$ cat src/rtl/serial_addsub_pkg.sv
// Shared types and limits for the bit-serial add/subtract unit.
package serial_addsub_pkg;

  // Control states: waiting for operands, shifting bits, holding the result.
  typedef enum logic [1:0] {
    IDLE = 2'd0,
    RUN  = 2'd1,
    DONE = 2'd2
  } addsub_state_t;

  // Widest operand the unit is intended to be built with.
  localparam int MAX_WIDTH = 64;

endpackage

$ cat src/rtl/serial_addsub_fa_cell.sv
// One-bit combinational full adder; the only arithmetic in the serial unit.
module fa_cell (
  input  logic a,
  input  logic b,
  input  logic cin,
  output logic s,
  output logic cout
);

  // Sum and carry of three one-bit inputs.
  always_comb begin
    s    = a ^ b ^ cin;
    cout = (a & b) | (cin & (a ^ b));
  end

endmodule

$ cat src/rtl/serial_addsub.sv
// Bit-serial WIDTH-bit adder/subtractor: one full-adder cell plus a carry
// flip-flop, one bit per clock, LSB first.
//
// Handshakes (both sides): a transfer happens on a rising clock edge where
// valid && ready are both high. start_ready depends on state only (high in
// IDLE). done_valid is high in DONE and is never withdrawn until done_ready
// is seen; while it waits, sum/cout/ovf are held.
module serial_addsub
  import serial_addsub_pkg::*;
#(
  parameter int WIDTH = 8
) (
  input  logic             clk,
  input  logic             reset_n,
  input  logic             start_valid,
  output logic             start_ready,
  input  logic             sub,
  input  logic [WIDTH-1:0] a,
  input  logic [WIDTH-1:0] b,
  input  logic             cin,
  output logic [WIDTH-1:0] sum,
  output logic             cout,
  output logic             ovf,
  output logic             done_valid,
  input  logic             done_ready,
  output logic             busy,
  output addsub_state_t    state_dbg
);

  // Counter needs to hold 0..WIDTH-1; exit happens at WIDTH-1 so it never wraps.
  localparam int                CNT_W    = $clog2(WIDTH + 1);
  localparam logic [CNT_W-1:0]  LAST_CNT = CNT_W'(WIDTH - 1);

  if (WIDTH < 1 || WIDTH > MAX_WIDTH) begin : g_width_check
    $error("serial_addsub: WIDTH out of range");
  end

  addsub_state_t    state_q, state_d;
  logic [WIDTH-1:0] a_sr_q, a_sr_d;
  logic [WIDTH-1:0] b_sr_q, b_sr_d;
  logic [WIDTH-1:0] s_sr_q, s_sr_d;
  logic             carry_q, carry_d;
  logic [CNT_W-1:0] cnt_q, cnt_d;
  logic             cout_q, cout_d;
  logic             ovf_q, ovf_d;

  logic             fa_s;
  logic             fa_co;

  // The single arithmetic cell works on the current LSBs and the stored carry.
  fa_cell u_fa (
    .a    (a_sr_q[0]),
    .b    (b_sr_q[0]),
    .cin  (carry_q),
    .s    (fa_s),
    .cout (fa_co)
  );

  // Next-state and datapath update for the three-state controller.
  always_comb begin
    state_d = state_q;
    a_sr_d  = a_sr_q;
    b_sr_d  = b_sr_q;
    s_sr_d  = s_sr_q;
    carry_d = carry_q;
    cnt_d   = cnt_q;
    cout_d  = cout_q;
    ovf_d   = ovf_q;
    case (state_q)
      IDLE: begin
        if (start_valid) begin
          // Subtraction is a + ~b + 1, so invert B and force the carry in.
          a_sr_d  = a;
          b_sr_d  = b ^ {WIDTH{sub}};
          carry_d = sub | cin;
          cnt_d   = '0;
          state_d = RUN;
        end
      end
      RUN: begin
        s_sr_d  = WIDTH'({fa_s, s_sr_q} >> 1);
        a_sr_d  = a_sr_q >> 1;
        b_sr_d  = b_sr_q >> 1;
        carry_d = fa_co;
        cnt_d   = cnt_q + CNT_W'(1);
        if (cnt_q == LAST_CNT) begin
          // On the MSB, carry_q is the carry into the MSB and fa_co the one out.
          ovf_d   = carry_q ^ fa_co;
          cout_d  = fa_co;
          state_d = DONE;
        end
      end
      DONE: begin
        if (done_ready) state_d = IDLE;
      end
      default: state_d = IDLE;
    endcase
  end

  // State and datapath registers; reset aborts any operation in flight.
  always_ff @(posedge clk or negedge reset_n) begin
    if (!reset_n) begin
      state_q <= IDLE;
      a_sr_q  <= '0;
      b_sr_q  <= '0;
      s_sr_q  <= '0;
      carry_q <= 1'b0;
      cnt_q   <= '0;
      cout_q  <= 1'b0;
      ovf_q   <= 1'b0;
    end else begin
      state_q <= state_d;
      a_sr_q  <= a_sr_d;
      b_sr_q  <= b_sr_d;
      s_sr_q  <= s_sr_d;
      carry_q <= carry_d;
      cnt_q   <= cnt_d;
      cout_q  <= cout_d;
      ovf_q   <= ovf_d;
    end
  end

  // Outputs decoded from state; result fields are only shown while in DONE.
  always_comb begin
    start_ready = (state_q == IDLE);
    done_valid  = (state_q == DONE);
    busy        = (state_q != IDLE);
    sum         = done_valid ? s_sr_q : '0;
    cout        = done_valid & cout_q;
    ovf         = done_valid & ovf_q;
    state_dbg   = state_q;
  end

endmodule

$ cat config.mk
export PLATFORM = sky130hd
export DESIGN_NAME = serial_addsub
export DESIGN_NICKNAME = d
export VERILOG_FILES = /design/src/rtl/serial_addsub_pkg.sv /design/src/rtl/serial_addsub_fa_cell.sv /design/src/rtl/serial_addsub.sv
export SDC_FILE = /design/constraint.sdc
export NUM_CORES = 1
export LEC_CHECK = 0
export ABC_AREA = 0
export BUFFER_PORTS_ARGS = -buffer_cell sky130_fd_sc_hd__buf_2
export CAP_MARGIN = 20
export CELL_PAD_IN_SITES_DETAIL_PLACEMENT = 0
export CELL_PAD_IN_SITES_GLOBAL_PLACEMENT = 1
export CORE_MARGIN = 2
export CORE_UTILIZATION = 30
export CTS_BUF_LIST = sky130_fd_sc_hd__clkbuf_4
export DETAILED_ROUTE_END_ITERATION = 10
export GPL_TIMING_DRIVEN = 0
export PLACE_DENSITY = 0.6
export SETUP_SLACK_MARGIN = 0.15
export SLEW_MARGIN = 15
export SYNTH_ARGS = -nofsm -noshare
export SYNTH_HDL_FRONTEND = slang
export SYNTH_SLANG_ARGS = --single-unit
$ cat constraint.sdc
create_clock -name clk -period 2.9 [get_ports clk]
set_clock_uncertainty 0.1 [all_clocks]
set_input_delay 0.145 -clock clk [delete_from_list [all_inputs] [get_ports clk]]
set_output_delay 0.145 -clock clk [all_outputs]
set_load 0.01 [all_outputs]
---- After elaboration in Yosys (flattened, before gate mapping) ----
Cells that the tools add are included.
word-level totals
  output and inout port bits .............. 15
  input port bits ......................... 22
  register bits ........................... 33
operators by class
  eq/ne operators ......................... 6
  multiplexer cells ....................... 13
  reductions and logical operators ........ 6
  bitwise logic cells ..................... 10
  $add $sub $neg .......................... 1
operators by type and width
  kind                   number
  $pmux W8 S2            2
  $mux W8                3
  $pmux W4 S2            1
  $xor A8 B8 Y8          1
  $mux W2                3
  $pmux W2 S3            1
  $add A4 B1 Y4 const B  1
  $and A1 B1 Y1          4
  $eq A4 B3 Y1 const B   1
  $mux W4                1
  $ne A2 B2 Y1 const B   2
  $reduce_and A2 Y1      2
  $reduce_bool A2 Y1     2
  $reduce_and A3 Y1      1
  $xor A1 B1 Y1          3
  $eq A2 B1 Y1 const B   1
  $eq A2 B2 Y1 const B   1
  $logic_not A2 Y1       1
  $ne A2 B1 Y1 const B   1
  $or A1 B1 Y1           2
  $pmux W1 S2            1
  $mux W1                1

---- Longest topological paths before layout ----
Gate-level depths: netlist of run 1.
  word-level depth ........................ 4
  mapped depth ............................ 5
  gate-level depth less buffers ........... 4

---- Modules after synthesis ----
Synthesis of run 1 repeated with hierarchy kept, for this count alone.
second synthesis, totals
  cells, all modules ...................... 181
  area, all modules ....................... 1,724.2 sq um
modules (own cells, without submodules)
  module         cells each  area an instance (sq um)  times used
  serial_addsub  180         1,704.1                   1
  fa_cell        1           20.0                      1

---- Worst setup path before layout of run 1 ----
No wires, ideal clock.
  path type ............................... reg2reg
  start point ............................. register carry_q
  end point ............................... register ovf_q
  arrival time ............................ 1,273 ps
  path buffers ............................ 0
  stages on the path, launching flop included .. 4
  path slack .............................. 1,403 ps
  path through ............................ dfrtp_1 fa_1 xor2_1 mux2_2
between the ends
  word-level cells in the longest chain between the ends .. 3
RTL lines
  element                 RTL line                     text
  start, declared         serial_addsub.sv:42          logic carry_q, carry_d;
  start signal, assigned  serial_addsub.sv:116         carry_q <= carry_d;
  $and A1 B1 Y1           serial_addsub_fa_cell.sv:13  cout = (a & b) | (cin & (a ^ b));
  $or A1 B1 Y1            serial_addsub_fa_cell.sv:13
  via fa_co               serial_addsub.sv:48          logic fa_co;
  $xor A1 B1 Y1           serial_addsub.sv:88          ovf_d = carry_q ^ fa_co;
  end signal, assigned    serial_addsub.sv:119         ovf_q <= ovf_d;
  end, declared           serial_addsub.sv:45          logic ovf_q, ovf_d;
The timed path passes the listed nets, and every way through them passes these cells.
A chain may end at the register's enable or synchronous reset.

---- Worst setup path in the final report of run 1 ----
  start point ............................. register state_q[1] (netlist: state_dbg[1])
  end point ............................... output ovf
between the ends
  word-level cells in the longest chain between the ends .. 2
RTL lines
  element                 RTL line              text
  start, declared         serial_addsub.sv:38   addsub_state_t state_q, state_d;
  start signal, assigned  serial_addsub.sv:112  state_q <= state_d;
  $eq A2 B2 Y1            serial_addsub.sv:126  done_valid = (state_q == DONE);
  $and A1 B1 Y1           serial_addsub.sv:130  ovf = done_valid & ovf_q;
  end, declared           serial_addsub.sv:23   output logic ovf,
Every way passes these cells.

==> summary.md, run 1 <==
| Metric | Value |
|---|---|
| Initial antenna violation count | `0` |
| Initial DRC Count | `slightly below 60` |
| Reported net switching power | `roughly 0.00058 W` |
| Via count | `about 1300` |
| Clk buf depth | `2` |
| CTS tree | `built` |
| Largest cells by area after synthesis | `dfrtp_1 (50%), nand2_1 (8.3%), and3b_1 (7.4%), xor2_1 (4.7%), a221o_1 (4.2%)` |
| Setup TNS | `0 ps` |
| Synth Net Count | `between 150 and 200` |
| Vias in the first global route | `1300` |
| Hold/Removal Path Class | `primary input to register` |
| Vias per std cell | `around 4.5` |
| Pre-antenna DRT Iters | `4` |
| Max-slew violations | `0` |
| Final Hold Viols | `0` |
| Post-Layout Cell Count | `roughly 280` |
| Reg2reg setup slack | `around 1200 ps` |
| WP data arrival | `around 1600 ps` |
| Main synth FF type | `dfrtp_1` |
| Final worst-path cycle share | `approximately two thirds` |
| Synth cell types | `31` |
| Share of cells above drive strength 1 | `approximately a quarter` |
| Area growth, synth to finish | `19.82%` |
| EDFF count, synth | `0` |
| First-pass GRT wire length | `about 6.5 mm` |
| Net Sw Frac | `between 30% and 40%` |
| Power consumption | `roughly 0.0016 W` |
| Crit path time final | `1882 ps` |
| CTS Root Buffer Type | `clkbuf_4` |
| Nets@finish | `between 200 and 250` |
| Routed len/inst | `roughly 13 µm` |
| Num CTS Buffers | `5` |
| Comb power frac | `a little over a third` |
| RSZ-0062 raised after global routing | `false` |
| Die W | `78.54 µm` |
| Worst Setup Start Kind | `register` |
| # H-tree levels | `2` |
| Slew headroom | `between 40% and 50%` |
| Final Wtd Congestion | `0.7008` |
| Worst-margin pin slew | `between 700 and 800 ps` |
| Syn Area/Cell | `9.920 µm²` |
| Drt total wl | `about 3.6 mm` |
| Outcome | `completed` |
| Flop pwr share | `about 48%` |
| Cts hold-fix bufs | `2` |
| Post-synth ARST share | `100.0%` |
| Detail Placement HPWL | `2.486 mm` |
| # fillers | `589` |
| I/O Pins | `37` |
| Synth Warn # | `0` |
| CP Max Fanout | `10` |
| Setup bufs post-CTS | `0` |
| Max IR drop VDD | `299.0 µV` |
| Crit. End Element | `primary output` |
| Total core area | `about 0.0054 mm²` |
| Pleak | `roughly 1.1 nW` |
| Hold_ws | `slightly above 50 ps` |
| Cell count after placement | `between 200 and 300` |
| Final antenna diode count | `0` |
| CP Data Required Time | `~2700 ps` |
| CTS clock-pin slew for the worst setup and hold paths | `about 100 ps` |
| Largest net degree at the start of global routing | `34` |
| Sequential share of the synthesized area | `between 40% and 50%` |
| Commonest non-fill, non-tap cell in the layout | `buf_2` |
| Cell Area, Synth | `~0.0017 mm²` |
| Port Buf Inserts | `34` |
| Cell count after synthesis | `~170` |
| Crit-path cells | `nor2b_1 > clkbuf_1 > and2_1 > buf_2` |
| Final Setup Violations | `0` |
| Clock share of power | `~16%` |
| # DRC | `0` |
| GRT Total Usage | `between 10% and 20%` |
| Area leader, netlist | `dfrtp_1` |
| Row count | `27` |
| Yosys reg bits | `33` |
| Worst skew pair latency | `330 ps` |
| Top cell type's share of synthesized area | `49.55%` |
| Initial Util | `just over 30%` |
| GRT Residual Overflow | `0` |
| Die area | `0.006168 mm²` |
| Post-CTS resize count | `0` |
| Power Dens Cells | `between 700 and 800 mW/mm²` |
| Most frequent cells in the layout | `buf_2 (41), nand2_1 (37), dfrtp_1 (33), and3b_1 (14), and2_1 (11)` |
| Max stage delay on crit path | `between 400 and 500 ps` |
| Sink Count | `33` |
| P_int | `roughly 0.001 W` |
| CP Class | `register to primary output` |
| Slowest CP cell | `dfrtp_1` |
| # Max-Cap Violations | `0` |
| Max Freq | `about 530 MHz` |
| DIE HEIGHT | `approximately 79 µm` |
| Final ANT Viol Nets | `0` |
synth_stat cells (all sizes together), types with 2 or more instances:
cell,number
mux2,2
xor2,9
buf,8
a221o,7
nand2b,2
and2,11
clkbuf,4
dfrtp,33
inv,3
and3b,14
a22o,3
a21oi,8
nor2,3
o21ai,10
nand2,37
nor2b,2
sequential cells by signal (all words and copies together) (netlist names):
name,flops
ovf_q,1
cnt_q,4
cout_q,1
b_sr_q,8
state_dbg,2
carry_q,1
s_sr_q,8
a_sr_q,8
cell type report:
type	count	area, µm²	area share [%]
repair buffers	36	190.2	9.524
plain buffers	12	62.56	3.133
clock inverters	3	12.51	0.6266
clock buffers	5	37.54	1.880
multi-input cells	120	767.0	38.41
flip-flops and latches	33	825.8	41.35
inverters	3	11.26	0.5639
well taps	72	90.09	4.511
path summary, 6_finish.rpt:
path / start / to / depth (start not counted)
worst min register to register: s_sr_q[0] / s_sr_q[0] / 2
max in group asynchronous: reset_n / s_sr_q[5] / 2
min in group asynchronous: reset_n / s_sr_q[0] / 2
worst min-delay path: b[7] / b_sr_q[7] / 3
worst max register to register: cnt_q[0] / cout_q / 4
worst max-delay path: state_dbg[1] / ovf / 4
critical path, delay by kind of cell (launching register included):
kind,cells,cell delay (ps)
flops,1,460
buf+inv,2,420
simple gates,2,430
cell families (layout without fill, tap and decap cells):
group / Yosys count / count (layout) / share of synthesized area, %
buffers and inverters: 15 / 59 / 4.429
muxes: 3 / 3 / 1.952
AOI/OAI and AO/OA: 34 / 34 / 14.27
DFF: 33 / 33 / 49.55
adders and majority gates: 2 / 2 / 1.952
and+or+nand+nor: 72 / 72 / 23.12
xor gates and xnor gates: 9 / 9 / 4.730
through the flow:
stage                     cell area (µm²)  setup WS, ps  util (%)
final                                1997          1018     36.71
after detailed placement             1927          1239     35.43
after global placement               1927          1219     35.43
after global routing                 1997         788.9     36.71
after floorplan                      1667          1403         -
after CTS                            1997         954.6     36.71
power by group through the flow:
stage                     registers [W]  clock network (W)  logic [W]
final                          0.000765           0.000246   0.000573
after global routing           0.000800           0.000280   0.000669
after CTS                      0.000767           0.000257   0.000586
after detailed placement       0.000774                  0   0.000585
after global placement         0.000775                  0   0.000575
after floorplan                0.000740                  0   0.000444
metal layers:
| metal | part of all wire (%) | GRT usage, % | wire (µm) | up-vias |
|---|---|---|---|---|
| met3 | 4.5 | 3.563 | 161 | 4 |
| met4 | 0.81 | 4.211 | 29 | 0 |
| met2 | 42 | 19.32 | 1506 | 36 |
| met1 | 52 | 19.13 | 1866 | 591 |
| li1 | - | - | - | 657 |
| met5 | 0 | 0 | 0 | - |
Note: power is estimated with default switching activity, not from simulation.
==> run 2, diff against run 1 <==
==> constraint.sdc (replaced) <==
create_clock -name clk -period 1.8 [get_ports clk]
set_clock_uncertainty 0.1 [all_clocks]
set_input_delay 0.09 -clock clk [delete_from_list [all_inputs] [get_ports clk]]
set_output_delay 0.09 -clock clk [all_outputs]
set_load 0.01 [all_outputs]
==> run 2 against run 1 <==
Compared with the run above:
- power is 65% higher
- highest routed layer unchanged
- hold slack lost 18 ps
- setup slack got worse by 800 ps
- critical path depth stayed put
- combinational power up 70%
- routed wire length is 2.1% higher
- first-iteration DRC count fell by 16%
- critical path type is now register to register
==> summary.md, run 2 (synthesis gave the netlist of run 1 again) <==
| Metric | Value |
|---|---|
| Row count | `27 (unchanged)` |
| Max-slew violations | `0 (unchanged)` |
| Slew headroom | `48.58% (-0.29 points)` |
| CTS tree | `built` |
| Num CTS Buffers | `5 (unchanged)` |
| Drt total wl | `3.637 mm (+2.1%)` |
| CP Max Fanout | `4 (-6)` |
| Worst setup margin | `215.9 ps (-801.9 ps)` |
| Setup TNS | `0 ps (unchanged)` |
| Layout Cell Area excl Fill | `0.002058 mm² (+3.1%)` |
| CTS clock-pin slew for the worst setup and hold paths | `110 ps (about the same)` |
| Initial antenna violation count | `0 (unchanged)` |
| Commonest non-fill, non-tap cell in the layout | `buf_2` |
| CTS Root Buffer Type | `clkbuf_4` |
| Area growth, synth to finish | `23.50%` |
| Die area | `0.006168 mm² (unchanged)` |
| Crit. End Element | `register` |
| Buf+Inv Stages, Crit Path | `1 (-1)` |
| Worst skew pair latency | `340 ps (about the same)` |
| Max Freq | `approximately 630 MHz` |
| Total core area | `0.005439 mm² (unchanged)` |
| Final Hold Viols | `0 (unchanged)` |
| First-pass GRT wire length | `6.541 mm (+1.1%)` |
| Biggest regs | `a_sr_q x8, b_sr_q x8, s_sr_q x8` |
| Sink Count | `33 (unchanged)` |
| Power consumption | `0.002614 W (+65%)` |
| Final ANT Viol Nets | `0 (unchanged)` |
| # Max-Cap Violations | `0 (unchanged)` |
| Hold/Removal Path Class | `primary input to register` |
| Die W | `78.54 µm (unchanged)` |
| Slowest CP cell | `dfrtp_2` |
| Pre-antenna DRT Iters | `4 (unchanged)` |
| Crit path max-delay family | `simple AND/OR/NAND/NOR gates` |
| Hold_sp | `b[1]` |
| Crit-path cells | `buf_4 > nand2b_1 > nor3_4 > mux2_2` |
| Post-layout util | `37.84% (+1.1 points)` |
| WP data arrival | `1720 ps (+80 ps)` |
| GRT Total Usage | `13.42% (+0.12 points)` |
| Port Buf Inserts | `34 (unchanged)` |
| Via count | `1310 (+1.7%)` |
| Initial Util | `30.64% (unchanged)` |
| Max stage delay on crit path | `430 ps (-30 ps)` |
| Power Dens Cells | `1270 mW/mm² (+60%)` |
| Detail Placement HPWL | `2.486 mm (unchanged)` |
| RSZ-0062 raised after global routing | `true` |
| Clk buf depth | `2 (unchanged)` |
| Pleak | `1.095 nW (+2.0%)` |
| Vias per std cell | `4.564 (+0.64%)` |
| DIE HEIGHT | `78.54 µm (unchanged)` |
| Worst-margin pin slew | `771.3 ps (+4.318 ps)` |
| CP Launch Point | `state_dbg[1]` |
| # H-tree levels | `2 (unchanged)` |
| CP Class | `register to register` |
| Nets@finish | `238 (+1.3%)` |
| GRT Residual Overflow | `0 (unchanged)` |
| Register area | `828.3 µm² (+0.30%)` |
| Final worst-path cycle share | `between 80 and 90%` |
| Final Wtd Congestion | `0.7008 (unchanged)` |
| Initial DRC Count | `49 (-16%)` |
| Largest net degree at the start of global routing | `34 (unchanged)` |
| CP Data Required Time | `1930 ps (-720 ps)` |
| Most frequent cells in the layout | `buf_2 (41), nand2_1 (37), dfrtp_1 (31), and3b_1 (14), and2_1 (11)` |
| Final Setup Violations | `0 (unchanged)` |
| Multi-input gate area | `793.3 µm² (+3.4%)` |
| Vias in the first global route | `1319 (+1.5%)` |
| Final antenna diode count | `0 (unchanged)` |
| Max IR drop VDD | `502.9 µV (+68%)` |
| RR Startpoint | `state_dbg[1]` |
| # fillers | `584 (-0.85%)` |
| Placed inst area | `0.001927 mm² (unchanged)` |
| Worst Setup Start Kind | `register` |
| Outcome | `completed` |
| # DRC | `0 (unchanged)` |
| Routed len/inst | `12.67 µm (+1.0%)` |
| Crit path time final | `about 1600 ps` |
| I/O Pins | `37 (unchanged)` |
| Post-place setup slack | `139.4 ps (-1100 ps)` |
| Share of cells above drive strength 1 | `28.37% (+2.9 points)` |
run 2: cell count changes in the layout (fill, tap and decap cells not counted), sizes merged:
cell / previous run / this run
buf: 42 / 45
clkbuf: 9 / 8
dlygate4sd3: 2 / 3
run 2: path summary, 6_finish.rpt:
check | end | slack, ps | cells after the start
max in group asynchronous | state_dbg[0] | 800 | 2
setup reg to reg | cout_q | 220 | 4
hold / removal | b_sr_q[1] | 30 | 3
min in group asynchronous | s_sr_q[0] | 260 | 2
hold reg to reg | s_sr_q[0] | 380 | 2
setup / recovery | cout_q | 220 | 4
run 2: cell type report:
cell class	count	area share, %
well taps	72	4.377
clock buffers	5	1.824
plain buffers	12	3.404
flip-flops and latches	33	40.24
clock inverters	3	0.6079
multi-input cells	120	38.54
inverters	3	0.5471
repair buffers	39	10.46
run 2: report_power, final:
part	internal, W	switching (W)	leakage (nW)
Sequential	0.00103	0.000207	0.426
Clock	0.000141	0.000260	0.0300
Combinational	0.000471	0.000503	0.638
run 2: what timing repair did:
item	in CTS	in global routing
gates cloned	0	0
endpoints found under the hold margin	35	0
gates resized for setup	5	7
setup endpoints to repair	12	21
setup buffers	2	0
hold buffers	3	0
run 2: tightest hold or removal path, cell delays in order:
cell and delay (ps):
buf_2 80, xor2_1 130, a221o_1 140
run 2: stage by stage:
step / hold slack [ps] / cells
after floorplan: -305.6 / 168
after global placement: 112.8 / 274
after detailed placement: 109.9 / 274
after CTS: 21.24 / 287
after global routing: 27.03 / 287
final: 34.39 / 287
run 2: routing by layer:
layer	GRT usage, %	part of all wire (%)	up-vias	wire [µm]
met3	3.563	4.3	7	158
met4	4.211	1.2	0	45
met1	19.42	52	605	1879
met5	0	0	-	0
met2	19.40	43	34	1553
li1	-	-	664	-
